===== config.mk =====
export PLATFORM = sky130hd
export DESIGN_NAME = async_sram_ctrl
export DESIGN_NICKNAME = d
export VERILOG_FILES = /design/src/rtl/async_sram_ctrl.sv
export SDC_FILE = /design/constraint.sdc
export NUM_CORES = 1
export LEC_CHECK = 0
export ABC_CLOCK_PERIOD_IN_PS = 3050
export CAP_MARGIN = 15
export CORE_ASPECT_RATIO = 1.4
export CORE_MARGIN = 8
export CORE_UTILIZATION = 30
export CTS_CLUSTER_DIAMETER = 50
export DETAILED_ROUTE_END_ITERATION = 12
export DONT_BUFFER_PORTS = 1
export SYNTH_ARGS = -nofsm -noshare
export SYNTH_HDL_FRONTEND = slang
export SYNTH_SLANG_ARGS = --single-unit

===== constraint.sdc =====
create_clock -name sys_clk -period 3.05 [get_ports sys_clk]
set_input_delay 0.61 -clock sys_clk [delete_from_list [all_inputs] [get_ports sys_clk]]
set_output_delay 0.61 -clock sys_clk [all_outputs]
set_load 0.05 [all_outputs]

===== src/rtl/async_sram_ctrl.sv =====
// async_sram_ctrl: single-beat (optionally burst-read) controller for an
// asynchronous SRAM. Each request becomes SETUP -> ACCESS x WAIT_CYC ->
// HOLD (writes) or TURN x TURN_CYC (reads). All SRAM strobes are registered
// from the next-state decode, so they change cleanly on clock edges.
//
// Optional feature macro: SRAM_BURST_EN (adds req_len for burst reads).
//
// Ports:
//   sys_clk, sys_rst_n      clock, asynchronous active-low reset
//   enable                  controller enable; gates request acceptance
//   req_valid/req_ready     request handshake
//   req_we, req_addr,
//   req_wdata               request fields (req_we=1 means write)
//   req_len                 burst length minus 1 (SRAM_BURST_EN only)
//   rsp_valid, rsp_rdata    one-cycle read data strobe and held read data
//   busy                    high whenever the FSM is not idle
//   sram_addr, sram_dq_o,
//   sram_dq_oe, sram_dq_i   SRAM address and split data bus (tristate outside)
//   sram_ce_n, sram_we_n,
//   sram_oe_n               SRAM active-low strobes
module async_sram_ctrl #(
  parameter int ADDR_W   = 15,
  parameter int DATA_W   = 8,
  parameter int WAIT_CYC = 2,
  parameter int TURN_CYC = 1
) (
  input  logic              sys_clk,
  input  logic              sys_rst_n,
  input  logic              enable,
  input  logic              req_valid,
  output logic              req_ready,
  input  logic              req_we,
  input  logic [ADDR_W-1:0] req_addr,
  input  logic [DATA_W-1:0] req_wdata,
`ifdef SRAM_BURST_EN
  input  logic [3:0]        req_len,
`endif
  output logic              rsp_valid,
  output logic [DATA_W-1:0] rsp_rdata,
  output logic              busy,
  output logic [ADDR_W-1:0] sram_addr,
  output logic [DATA_W-1:0] sram_dq_o,
  output logic              sram_dq_oe,
  input  logic [DATA_W-1:0] sram_dq_i,
  output logic              sram_ce_n,
  output logic              sram_we_n,
  output logic              sram_oe_n
);

  typedef enum logic [2:0] {
    IDLE   = 3'd0,
    SETUP  = 3'd1,
    ACCESS = 3'd2,
    HOLD   = 3'd3,
    TURN   = 3'd4
  } state_t;

  // Counters are loaded with (cycles - 1) and count down to zero.
  localparam logic [3:0] WAIT_LD = 4'(WAIT_CYC - 1);
  localparam logic [3:0] TURN_LD = (TURN_CYC > 0) ? 4'(TURN_CYC - 1) : 4'd0;

  state_t              state_r, state_nxt_s;
  logic [3:0]          cnt_r, cnt_nxt_s;
  logic [3:0]          beats_r, beats_nxt_s;
  logic [ADDR_W-1:0]   addr_r, addr_nxt_s;
  logic [DATA_W-1:0]   wdata_r, wdata_nxt_s;
  logic                we_r, we_nxt_s;
  logic [1:0]          rst_sync_r;
  logic                accept_s;
  logic                capture_s;
  logic [3:0]          len_s;
  logic                ce_n_nxt_s, we_n_nxt_s, oe_n_nxt_s, dq_oe_nxt_s, busy_nxt_s;
  logic                sram_ce_n_r, sram_we_n_r, sram_oe_n_r, sram_dq_oe_r;
  logic                rsp_valid_r, busy_r;
  logic [DATA_W-1:0]   rsp_rdata_r;

`ifdef SRAM_BURST_EN
  assign len_s = req_len;
`else
  assign len_s = 4'd0;
`endif

  // Requests are refused until the synchronised reset release reaches stage 2.
  assign req_ready = rst_sync_r[1] && enable && (state_r == IDLE);
  assign accept_s  = req_valid && req_ready;

  // Reset-release synchroniser: asserts asynchronously, releases over two edges.
  always_ff @(posedge sys_clk or negedge sys_rst_n) begin
    if (!sys_rst_n) begin
      rst_sync_r <= 2'b00;
    end else begin
      rst_sync_r <= {rst_sync_r[0], 1'b1};
    end
  end

  // Next-state decode, operation latching, beat sequencing and read capture.
  always_comb begin
    state_nxt_s = state_r;
    cnt_nxt_s   = cnt_r;
    beats_nxt_s = beats_r;
    addr_nxt_s  = addr_r;
    wdata_nxt_s = wdata_r;
    we_nxt_s    = we_r;
    capture_s   = 1'b0;
    case (state_r)
      IDLE: begin
        if (accept_s) begin
          state_nxt_s = SETUP;
          addr_nxt_s  = req_addr;
          wdata_nxt_s = req_wdata;
          we_nxt_s    = req_we;
          // Writes are always single beat.
          beats_nxt_s = req_we ? 4'd0 : len_s;
        end else begin
          state_nxt_s = IDLE;
        end
      end
      SETUP: begin
        state_nxt_s = ACCESS;
        cnt_nxt_s   = WAIT_LD;
      end
      ACCESS: begin
        if (cnt_r == 4'd0) begin
          if (we_r) begin
            state_nxt_s = HOLD;
          end else begin
            capture_s = 1'b1;
            if (beats_r != 4'd0) begin
              // Next burst beat; address wraps naturally at 2^ADDR_W.
              state_nxt_s = SETUP;
              beats_nxt_s = beats_r - 4'd1;
              addr_nxt_s  = addr_r + ADDR_W'(1);
            end else if (TURN_CYC == 0) begin
              state_nxt_s = IDLE;
            end else begin
              state_nxt_s = TURN;
              cnt_nxt_s   = TURN_LD;
            end
          end
        end else begin
          cnt_nxt_s = cnt_r - 4'd1;
        end
      end
      HOLD: begin
        state_nxt_s = IDLE;
      end
      TURN: begin
        if (cnt_r == 4'd0) begin
          state_nxt_s = IDLE;
        end else begin
          cnt_nxt_s = cnt_r - 4'd1;
        end
      end
      default: begin
        state_nxt_s = IDLE;
      end
    endcase
  end

  // SRAM strobe decode for the upcoming state; oe_n and dq_oe are mutually
  // exclusive because oe_n is only low for reads and dq_oe only high for writes.
  always_comb begin
    ce_n_nxt_s  = 1'b1;
    we_n_nxt_s  = 1'b1;
    oe_n_nxt_s  = 1'b1;
    dq_oe_nxt_s = 1'b0;
    busy_nxt_s  = (state_nxt_s != IDLE);
    case (state_nxt_s)
      SETUP: begin
        ce_n_nxt_s  = 1'b0;
        oe_n_nxt_s  = we_nxt_s;
        dq_oe_nxt_s = we_nxt_s;
      end
      ACCESS: begin
        ce_n_nxt_s  = 1'b0;
        we_n_nxt_s  = !we_nxt_s;
        oe_n_nxt_s  = we_nxt_s;
        dq_oe_nxt_s = we_nxt_s;
      end
      HOLD: begin
        ce_n_nxt_s  = 1'b0;
        dq_oe_nxt_s = we_nxt_s;
      end
      default: begin
        ce_n_nxt_s  = 1'b1;
      end
    endcase
  end

  // State, operation registers and registered outputs.
  always_ff @(posedge sys_clk or negedge sys_rst_n) begin
    if (!sys_rst_n) begin
      state_r      <= IDLE;
      cnt_r        <= 4'd0;
      beats_r      <= 4'd0;
      addr_r       <= '0;
      wdata_r      <= '0;
      we_r         <= 1'b0;
      sram_ce_n_r  <= 1'b1;
      sram_we_n_r  <= 1'b1;
      sram_oe_n_r  <= 1'b1;
      sram_dq_oe_r <= 1'b0;
      busy_r       <= 1'b0;
      rsp_valid_r  <= 1'b0;
      rsp_rdata_r  <= '0;
    end else begin
      state_r      <= state_nxt_s;
      cnt_r        <= cnt_nxt_s;
      beats_r      <= beats_nxt_s;
      addr_r       <= addr_nxt_s;
      wdata_r      <= wdata_nxt_s;
      we_r         <= we_nxt_s;
      sram_ce_n_r  <= ce_n_nxt_s;
      sram_we_n_r  <= we_n_nxt_s;
      sram_oe_n_r  <= oe_n_nxt_s;
      sram_dq_oe_r <= dq_oe_nxt_s;
      busy_r       <= busy_nxt_s;
      rsp_valid_r  <= capture_s;
      if (capture_s) begin
        rsp_rdata_r <= sram_dq_i;
      end else begin
        rsp_rdata_r <= rsp_rdata_r;
      end
    end
  end

  assign sram_addr  = addr_r;
  assign sram_dq_o  = wdata_r;
  assign sram_ce_n  = sram_ce_n_r;
  assign sram_we_n  = sram_we_n_r;
  assign sram_oe_n  = sram_oe_n_r;
  assign sram_dq_oe = sram_dq_oe_r;
  assign busy       = busy_r;
  assign rsp_valid  = rsp_valid_r;
  assign rsp_rdata  = rsp_rdata_r;

endmodule


# Word-level counts from Yosys, hierarchy flattened
# Cells that the tools add are included.
word_totals:
  wordCells: 75
  in_bits: 36
  register_bits: 51
op_classes:
  add_sub_neg: 3
  reduce_logical: 15
  eq_ne: 13
  mux: 30
ops:
  columns: ["operator", "n"]
  rows:
  - ["two-way mux 15 bit", 4]
  - ["two-way mux 4 bit", 8]
  - ["case mux 15 bit (2 select lines)", 1]
  - ["adder 15 x 1 -> 15 bit (second input constant)", 1]
  - ["two-way mux 3 bit", 4]
  - ["case mux 3 bit (4 select lines)", 1]
  - ["case mux 4 bit (3 select lines)", 1]
  - ["two-way mux 1 bit", 10]
  - ["!= test 2 bit (second input constant)", 5]
  - ["equality test 3 x 2 -> 1 bit (second input constant)", 3]
  - ["case mux 4 bit (2 select lines)", 1]
  - ["subtractor 4 x 1 -> 4 bit (second input constant)", 2]
  - ["equality test 3 x 1 -> 1 bit (second input constant)", 2]
  - ["!= test 3 bit (second input constant)", 2]
  - ["nonzero test 3 bit", 2]
  - ["AND reduction 5 bit", 1]
  - ["logical NOT 4 bit", 1]
  - ["AND reduction 4 bit", 1]
  - ["nonzero test 4 bit", 1]
  - ["equality test 3 bit (second input constant)", 1]
  - ["logical AND 1 bit", 3]
  - ["logical NOT 3 bit", 1]
  - ["OR reduction 3 bit", 1]
  - ["AND reduction 2 bit", 1]
  - ["3 further kinds", 3]

# Longest topological paths before layout
# Gate-level depths: netlist of the first run.
logic_depth:
  ltp_word: 8
  ltp_mapped: 8

# Least setup slack after synthesis of the first run
# No wires, ideal clock.
synth_timing:
  kind: "reg-to-reg"
  from: "register addr_r[0] (netlist: sram_addr[0])"
  to: "register addr_r[10] (netlist: sram_addr[10])"
  slack_ns: 1.093
  path_buffers: 1
  stages_incl_launch_ff: 7
  t_required_ns: 2.923
  arrival_ns: 1.830
  setup_time_ns: 0.127
  cell_sequence: "dfrtp_1 -> ha_1 -> and4_1 -> clkbuf_1 -> nand4_1 -> o22ai_1 -> o2bb2a_1"
synth_between:
  elab_chain_cells: 5
synth_lines:
  columns: ["item", "line_no", "text"]
  rows:
  - ["from (decl)", "65", "logic [ADDR_W-1:0] addr_r, addr_nxt_s;"]
  - ["from (signal assigned)", "210", "addr_r <= addr_nxt_s;"]
  - ["adder 15 x 1 -> 15 bit", "132", "addr_nxt_s = addr_r + ADDR_W'(1);"]
  - ["two-way mux 15 bit", "128", "if (beats_r != 4'd0) begin"]
  - ["two-way mux 15 bit", "124", "if (we_r) begin"]
  - ["two-way mux 15 bit", "123", "if (cnt_r == 4'd0) begin"]
  - ["case mux 15 bit (2 select lines)", "105", "case (state_r)"]
# Every way passes these cells. The select of a mux whose other input is x is not followed.
# A chain may end at the register's enable or synchronous reset.

# Final worst setup path of the first run
layout_timing:
  from: "register state_r[2]"
  to: "output req_ready"
layout_between:
  elab_chain_cells: 2
layout_lines:
  columns: ["item", "line_no", "text"]
  rows:
  - ["from (decl)", "62", "state_t state_r, state_nxt_s;"]
  - ["from (signal assigned)", "207", "state_r <= state_nxt_s;"]
  - ["logical NOT 3 bit", "84", "assign req_ready = rst_sync_r[1] && enable && (state_r == IDLE);"]
  - ["logical AND 1 bit", "84", null]
  - ["to (decl)", "31", "output logic req_ready,"]
# Every way passes these cells.

==> flow_summary.ini, run 1 <==
[place]
gp_congestion = 0.819
dp_hpwl_um = 4860
port_buffers = 0

[cells_and_area]
diodes = 0
final_core_util_pct = 33.8
drive_above_1_share_pct = 13.7
areaGrowthSynthToFinish_pct = 10.0
layout.nets = 301

[sta]
fmax_mhz = 438
timing.setup.tns_ns = 0
finalHoldViolCount = 0
setup_viol = 0
period_share_pct = 74.8
fin_skew_ns = 0.00642
slew_headroom_pct = 57.9
tightest_slew_ns = 0.631
rsz0062_at_grt = false
period_minus_slack_ns = 2.28
maxSlewViolCount = 0

[setup_path]
crit_buf_inv = 0
cp_max_fo = 13
worstPathRequired_ns = 2.44
critical_path_class = flop to output port
worst_setup_path_start_kind = flop
arrival_ns = 1.67
critical_path.cell_chain = nor4b_2 -> and2_1
critical_path.top_delay_family = simple AND/OR/NAND/NOR gates
regToRegSetupSlack_ns = 0.85
slowest_delay_ns = 0.52
critPathSlowestCell = dfrtp_1
endpoint_kind = output port

[clock_network]
cts_inserted_buffers = 5
cts.sinks = 51
clockBufferDepth = 2
tritoncts = yes
cts.htree.levels = 2
clk_latency_ns = 0.29
post_cts_buffers = 0
cts.root.buffer_cell = clkbuf_16
clk_pin_slew_worst_paths_ns = 0.06

[worst_hold_path]
hold_class = input pin to async pin

[status]
outcome = finished, final reports clean

[global_routing]
grt_antenna_before_repair = 0
grt_pass1_wl_um = 11000
overflow = 0
track_usage_pct = 11.5
grt_pass1_vias = 2024
grt_max_degree = 52

[synth]
ys_ff_latch = 51
synth_area_sq_mm = 0.00263
synthCells = 266
syn_nets = 305
synth_seq_area_share_pct = 48.7
synth-edff-count = 0
yosys_warnings = 0
avgSynthCellArea_sq_um = 9.87
synth_ff_type = dfrtp_1
synth-async-reset-ratio_pct = 100
netlist-cell-type-count = 56

[drt]
avgRoutedWirePerCell_um = 18.6
first_pass_iters = 4
drtAntennaViolNets = 0
drtIter0Drc = 94
viasPerCell = 5.51
route.detailed.drc = 0
via_count = 2027
wl_um = 6850

[die]
core_sq_mm = 0.00856
dieArea_sq_mm = 0.0120
fp.dieW_um = 95.1
ioPinCount = 74
row_count = 40
fp.dieH_um = 127
start_util_pct = 30.7

[power]
p_per_area_mw_per_mm2 = 453
p_leak_nw = 1.32
ir_drop_mv = 0.188

[job]
drv_cap = 0
[placed cells by master (no fill, tap or decap), drive strengths merged, types with 3 or more instances in the layout]
| cell | count |
|---|---|
| dfrtp | 48 |
| a21oi | 12 |
| and4 | 3 |
| and3 | 7 |
| o21ai | 12 |
| a22oi | 7 |
| inv | 7 |
| nand2 | 40 |
| buf | 8 |
| dfstp | 3 |
| nor3 | 4 |
| o2bb2a | 5 |
| o22ai | 8 |
| nand4 | 9 |
| nand3 | 7 |
| nor2 | 14 |
| clkbuf | 7 |
| ha | 3 |
| mux2 | 9 |
| or3b | 3 |
| a2bb2oi | 5 |
[cell type report]
cell class / count / area [sq um]
fillers: 851 / 5670
flip-flops and latches: 51 / 1280
multi-input cells: 189 / 1230
clock buffers: 7 / 133
well taps: 105 / 131
repair buffers: 8 / 80.1
inverters: 7 / 26.3
clock inverters: 1 / 5.00
[power breakdown]
group,total (W),switching [W],internal [W]
Clock,0.000546,0.000241,0.000304
Sequential,0.000708,0.0000240,0.000684
Combinational,0.0000558,0.0000323,0.0000235
[through the flow]
step / std cells / worst slack, ns / hold WS, ns / power, W / area [sq um]
after floorplan: 266 / 1.09 / 0.314 / 0.000755 / 2630
after global placement: 359 / 0.884 / 0.316 / 0.000763 / 2720
after detailed placement: 359 / 0.838 / 0.316 / 0.000764 / 2720
after CTS: 367 / 0.759 / 0.000908 / 0.00132 / 2860
after global routing: 368 / 0.639 / 0.00192 / 0.00137 / 2890
final: 368 / 0.768 / 0.0164 / 0.00131 / 2890
[synth_stat cells, types with 2 or more instances]
library cell | n | area, sq um
a211oi_1 | 2 | 15.0
a21o_1 | 2 | 15.0
a21oi_1 | 11 | 55.1
a22oi_1 | 7 | 52.6
a2bb2oi_1 | 5 | 43.8
a31oi_1 | 2 | 12.5
and2b_1 | 2 | 15.0
and3_1 | 7 | 43.8
and4_1 | 3 | 26.3
buf_2 | 10 | 50.1
clkbuf_1 | 7 | 26.3
dfrtp_1 | 48 | 1200
dfstp_2 | 3 | 78.8
ha_1 | 3 | 37.5
inv_1 | 7 | 26.3
mux2_2 | 9 | 101
mux2i_1 | 2 | 20.0
nand2_1 | 40 | 150
nand2b_1 | 2 | 12.5
nand3_1 | 7 | 35.0
nand4_1 | 9 | 56.3
nor2_1 | 14 | 52.6
nor2b_1 | 2 | 12.5
nor3_1 | 4 | 20.0
nor3b_1 | 2 | 15.0
o2111ai_1 | 2 | 17.5
o21ai_0 | 12 | 60.1
o22a_1 | 2 | 17.5
o22ai_1 | 8 | 50.1
o2bb2a_1 | 5 | 50.1
xor2_1 | 2 | 17.5
[sequential cells by signal, indices dropped and copies added (netlist names)]
signal      flops
sram_dq_oe      1
busy            1
we_r            1
sram_dq_o       8
sram_we_n       1
rst_sync_r      2
sram_addr      15
rsp_rdata       8
sram_ce_n       1
sram_oe_n       1
beats_r         4
cnt_r           4
state_r         3
rsp_valid       1
[per-layer routing]
layer | vias to the layer above | global-route usage, % | part of all wire (%)
li1 | 962 | - | -
met1 | 998 | 13.2 | 40
met2 | 61 | 19.1 | 50
met3 | 6 | 4.19 | 8.2
met4 | 0 | 3.87 | 1.3
met5 | - | 0 | 0
[timing repair]
| item | CTS | global route |
|---|---|---|
| endpoints found under the hold margin | 0 | 37 |
| hold buffers | 0 | 1 |
| gates resized for setup | 0 | 0 |
[kinds of logic after synthesis]
| group | Yosys count | synth area share [%] |
|---|---|---|
| and+or+nand+nor | 103 | 21.4 |
| AOI/OAI and AO/OA | 69 | 18.5 |
| DFF | 51 | 48.7 |
| buffers and inverters | 26 | 4.48 |
| muxes | 11 | 4.62 |
| adders and majority gates | 3 | 1.43 |
| xor gates and xnor gates | 2 | 0.667 |
| other | 1 | 0.143 |
[path summary, 6_finish.rpt]
path                                from            end  cells past startpoint
setup / recovery              state_r[2]      req_ready                      2
hold / removal                 sys_rst_n           busy                      0
setup reg to reg              beats_r[0]   sram_addr[3]                      7
hold reg to reg            rst_sync_r[0]  rst_sync_r[1]                      0
max in group asynchronous      sys_rst_n     beats_r[3]                      1
min in group sys_clk       rst_sync_r[0]  rst_sync_r[1]                      0
Note: power is estimated with default switching activity, not from simulation.
==> inputs of run 2 (changes only) <==
--- a/config.mk
+++ b/config.mk
@@ -5,7 +5,7 @@
 export SDC_FILE = /design/constraint.sdc
 export NUM_CORES = 1
 export LEC_CHECK = 0
-export ABC_CLOCK_PERIOD_IN_PS = 3050
+export ABC_CLOCK_PERIOD_IN_PS = 2000
 export CAP_MARGIN = 15
 export CORE_ASPECT_RATIO = 1.4
 export CORE_MARGIN = 8
==> constraint.sdc (replaced) <==
create_clock -name sys_clk -period 2 [get_ports sys_clk]
set_input_delay 0.4 -clock sys_clk [delete_from_list [all_inputs] [get_ports sys_clk]]
set_output_delay 0.4 -clock sys_clk [all_outputs]
set_load 0.05 [all_outputs]
==> flow_summary.ini, run 2 (synthesized netlist as in run 1, its figures left out) <==
[status]
outcome = finished, final reports clean

[sta]
maxSlewViolCount = 0
rsz0062_at_grt = false
fin_ws_ns = 0.0873
setup_viol = 0
whs_ns = 0.211
period_share_pct = 95.6
finalHoldViolCount = 0
timing.setup.tns_ns = 0
slew_headroom_pct = 66.1
period_minus_slack_ns = 1.91
tightest_slew_ns = 0.508
fmax_mhz = 523
fin_skew_ns = 0.00607

[setup_path]
critical_path_class = flop to flop
worstPathRequired_ns = 2.23
cp_max_fo = 5
endpoint_kind = flop
arrival_ns = 2.14
worst_setup_path_start_kind = flop
ff2ff_path_depth = 6
crit-reg2reg-launch = cnt_r[1]
regToRegSetupSlack_ns = 0.09
r2r-end = busy

[clock_network]
cts_inserted_buffers = 5
tritoncts = yes
clk_pin_slew_worst_paths_ns = 0.07
clockBufferDepth = 2
cts.root.buffer_cell = clkbuf_16
cts.htree.levels = 2
clk_latency_ns = 0.29
cts.sinks = 51

[drt]
via_count = 2194
wl_um = 7420
viasPerCell = 5.54
first_pass_iters = 4
avgRoutedWirePerCell_um = 18.7
drtAntennaViolNets = 0
route.detailed.drc = 0
drtIter0Drc = 100

[place]
post-place-ws_ns = 0.00198
dp_hpwl_um = 5450
port_buffers = 0
dp.cells = 385
gp_congestion = 0.871

[cells_and_area]
diodes = 0
final_core_util_pct = 37.0
largest_reg_flops = 15
stdcell_count = 396
layout.nets = 329
areaGrowthSynthToFinish_pct = 20.5
drive_above_1_share_pct = 25.1
final_cell_mix = 48 x dfrtp_1, 38 x nand2_1, 34 x buf_4
final_common_cell = dfrtp_1

[power]
ir_drop_mv = 0.368
p_per_area_mw_per_mm2 = 682
p_leak_nw = 1.47

[global_routing]
overflow = 0
grt_pass1_wl_um = 11900
grt_max_degree = 52
track_usage_pct = 12.6
grt_pass1_vias = 2261
grt_antenna_before_repair = 0

[die]
row_count = 40
ioPinCount = 74
start_util_pct = 30.7
dieArea_sq_mm = 0.0120
fp.dieH_um = 127
fp.dieW_um = 95.1
core_sq_mm = 0.00856

[worst_hold_path]
hold_end = sram_dq_o[7]
hold_class = input pin to flop
worstHoldStart = req_wdata[7]
holdPathStages = 2

[job]
drv_cap = 0
==> run 2: changes by cell type in the layout (fill, tap and decap cells not counted), sizes merged <==
cell,delta
bufinv,+1
dlygate4sd3,+1
clkinvlp,+1
clkinv,-1
buf,+27
clkbuf,-1
==> run 2: how the worst max path moves through the flow <==
| stage | start | endpoint | slack [ns] | cells past startpoint |
|---|---|---|---|---|
| after floorplan | sram_addr[0] | sram_addr[10] | 0.04 | 6 |
| after detailed placement | cnt_r[1] | sram_addr[10] | 0.002 | 7 |
| after CTS | cnt_r[1] | busy | 0.004 | 6 |
| final | cnt_r[1] | busy | 0.09 | 6 |
| after global placement | cnt_r[1] | sram_addr[7] | 0.04 | 7 |
| after global routing | beats_r[1] | busy | 0.006 | 6 |
==> run 2: repair_timing <==
item	in CTS	in global routing
setup buffers	0	1
pin swaps	0	1
hold buffers	2	0
hold endpoints to repair	51	0
setup endpoints to repair	6	21
gates resized for setup	2	10
==> run 2: through the flow <==
step           instance area [sq um]  power (W)
2_1_floorplan                   2630    0.00115
3_3_place_gp                    2920    0.00117
3_5_place_dp                    2920    0.00117
4_1_cts                         3130    0.00219
5_1_grt                         3170    0.00224
6_report                        3170    0.00216
==> run 2: per-layer routing <==
layer,vias to the layer above,part of all wire [%],GRT usage (%)
li1,1020,-,-
met1,1101,39,13.6
met2,63,52,21.3
met3,10,7.0,4.55
met4,0,1.9,5.35
met5,-,0,0
==> run 2: power breakdown <==
group / internal (W) / total (W) / switching (W)
combinational: 0.0000404 / 0.0000981 / 0.0000577
clock: 0.000592 / 0.000980 / 0.000389
sequential: 0.00104 / 0.00108 / 0.0000368
total: 0.00167 / 0.00216 / 0.000483
==> run 2: final cells by class <==
cell class | count | area [sq um]
Inverter | 7 | 26.3
Fill cell | 863 | 5390
Tap cell | 105 | 131
Timing Repair Buffer | 36 | 293
Multi-Input combinational cell | 189 | 1270
Clock buffer | 6 | 129
Clock inverter | 2 | 37.5
Sequential cell | 51 | 1280
==> run 2: worst max-delay path: stages, from the launching register on <==
cell	delay (ns)
dfrtp_1	0.39
inv_2	0.07
ha_4	0.14
or3b_4	0.41
or4b_4	0.54
a21oi_4	0.17
or3_1	0.12
==> inputs of run 3 (changes only) <==
--- a/config.mk
+++ b/config.mk
@@ -13,6 +13,7 @@
 export CTS_CLUSTER_DIAMETER = 50
 export DETAILED_ROUTE_END_ITERATION = 12
 export DONT_BUFFER_PORTS = 1
+export SETUP_SLACK_MARGIN = 0.02
 export SYNTH_ARGS = -nofsm -noshare
 export SYNTH_HDL_FRONTEND = slang
 export SYNTH_SLANG_ARGS = --single-unit
==> flow_summary.ini, run 3 (synthesized netlist as in run 1, its figures left out) <==
[clock_network]
clockBufferDepth = 2
cts_inserted_buffers = 5
tritoncts = yes
clk_latency_ns = 0.29
cts.root.buffer_cell = clkbuf_16
cts.htree.levels = 2
cts.sinks = 51
clk_pin_slew_worst_paths_ns = 0.07

[sta]
period_share_pct = 95.0
timing.setup.tns_ns = 0
setup_viol = 0
slew_headroom_pct = 66.2
fmax_mhz = 526
fin_skew_ns = 0.00621
period_minus_slack_ns = 1.90
finalHoldViolCount = 0
maxSlewViolCount = 0
tightest_slew_ns = 0.507
rsz0062_at_grt = true

[setup_path]
critical_path.cell_chain = buf_4 -> and2b_1 -> nand4_1 -> or4_2 -> o311ai_0
worst_setup_path_start_kind = flop
endpoint_kind = flop
critPathSlowestCell = or4_2
worstPathRequired_ns = 2.18
critical_path.top_delay_family = simple AND/OR/NAND/NOR gates
crit_buf_inv = 1
arrival_ns = 2.08
slowest_delay_ns = 0.58
critical_path_class = flop to flop
cp_max_fo = 10

[drt]
via_count = 2187
route.detailed.drc = 0
first_pass_iters = 4
avgRoutedWirePerCell_um = 18.7
drtAntennaViolNets = 0
drtIter0Drc = 112
wl_um = 7390
viasPerCell = 5.52

[cells_and_area]
final_cell_mix = 48 x dfrtp_1, 38 x nand2_1, 34 x buf_4
final_common_cell = dfrtp_1
diodes = 0
final_core_util_pct = 37.0
layout.nets = 329
areaGrowthSynthToFinish_pct = 20.5
drive_above_1_share_pct = 25.1
largest_reg_flops = 15

[power]
total_power_w = 0.00216
p_per_area_mw_per_mm2 = 682
p_leak_nw = 1.47
ir_drop_mv = 0.367

[global_routing]
track_usage_pct = 12.6
grt_pass1_wl_um = 11900
grt_antenna_before_repair = 0
grt_max_degree = 52
overflow = 0
grt_pass1_vias = 2272

[job]
drv_cap = 0

[die]
core_sq_mm = 0.00856
fp.dieW_um = 95.1
ioPinCount = 74
dieArea_sq_mm = 0.0120
start_util_pct = 30.7
fp.dieH_um = 127
row_count = 40

[place]
port_buffers = 0
dp_hpwl_um = 5450
gp_congestion = 0.871

[status]
outcome = finished, final reports clean

[worst_hold_path]
hold_class = input pin to flop
[run 3: cell counts in the layout (fill, tap and decap cells not counted)]
No cell type changed its count.
[run 3: repair_timing]
action | CTS | global route
gates resized for setup | 2 | 10
hold buffers | 2 | 0
pin swaps | 0 | 2
endpoints found under the setup margin | 12 | 21
buffers inserted | 1 | 0
endpoints found under the hold margin | 51 | 0
[run 3: path summary, 6_finish.rpt]
check | start | endpoint | slack (ns) | cells after the start
min in group asynchronous | sys_rst_n | sram_dq_o[6] | 0.62 | 2
max in group asynchronous | sys_rst_n | sram_we_n | 1.10 | 2
worst max register to register | state_r[2] | cnt_r[3] | 0.1 | 5
worst min-delay path | req_wdata[7] | sram_dq_o[7] | 0.21 | 2
worst max-delay path | state_r[2] | cnt_r[3] | 0.1 | 5
worst min register to register | rst_sync_r[0] | rst_sync_r[1] | 0.36 | 0
[run 3: through the flow]
stage	setup WS [ns]	hold WS (ns)	instance area [sq um]	instances
final	0.0993	0.210	3170	396
after global routing	0.0175	0.210	3170	396
after CTS	0.0346	0.203	3140	396
after detailed placement	0.00198	0.106	2920	385
after global placement	0.0409	0.106	2920	385
after floorplan	0.0431	0.104	2630	266
[run 3: where the power goes]
part / total (W) / switching (W) / internal [W]
sequential: 0.00108 / 0.0000368 / 0.00104
clock: 0.000981 / 0.000389 / 0.000592
combinational: 0.0000979 / 0.0000575 / 0.0000404
[run 3: layout make-up]
cell class | instances | area (sq um)
Sequential cell | 51 | 1280
Clock buffer | 6 | 129
Fill cell | 860 | 5390
Inverter | 7 | 26.3
Clock inverter | 2 | 37.5
Timing Repair Buffer | 36 | 293
Tap cell | 105 | 131
Multi-Input combinational cell | 189 | 1270
[run 3: routing by layer]
metal	GRT usage (%)	up-vias	routed length, um
met2	21.2	71	3860
met1	13.5	1091	2850
met4	5.44	0	130
met3	4.60	8	546
met5	0	-	0
li1	-	1017	-
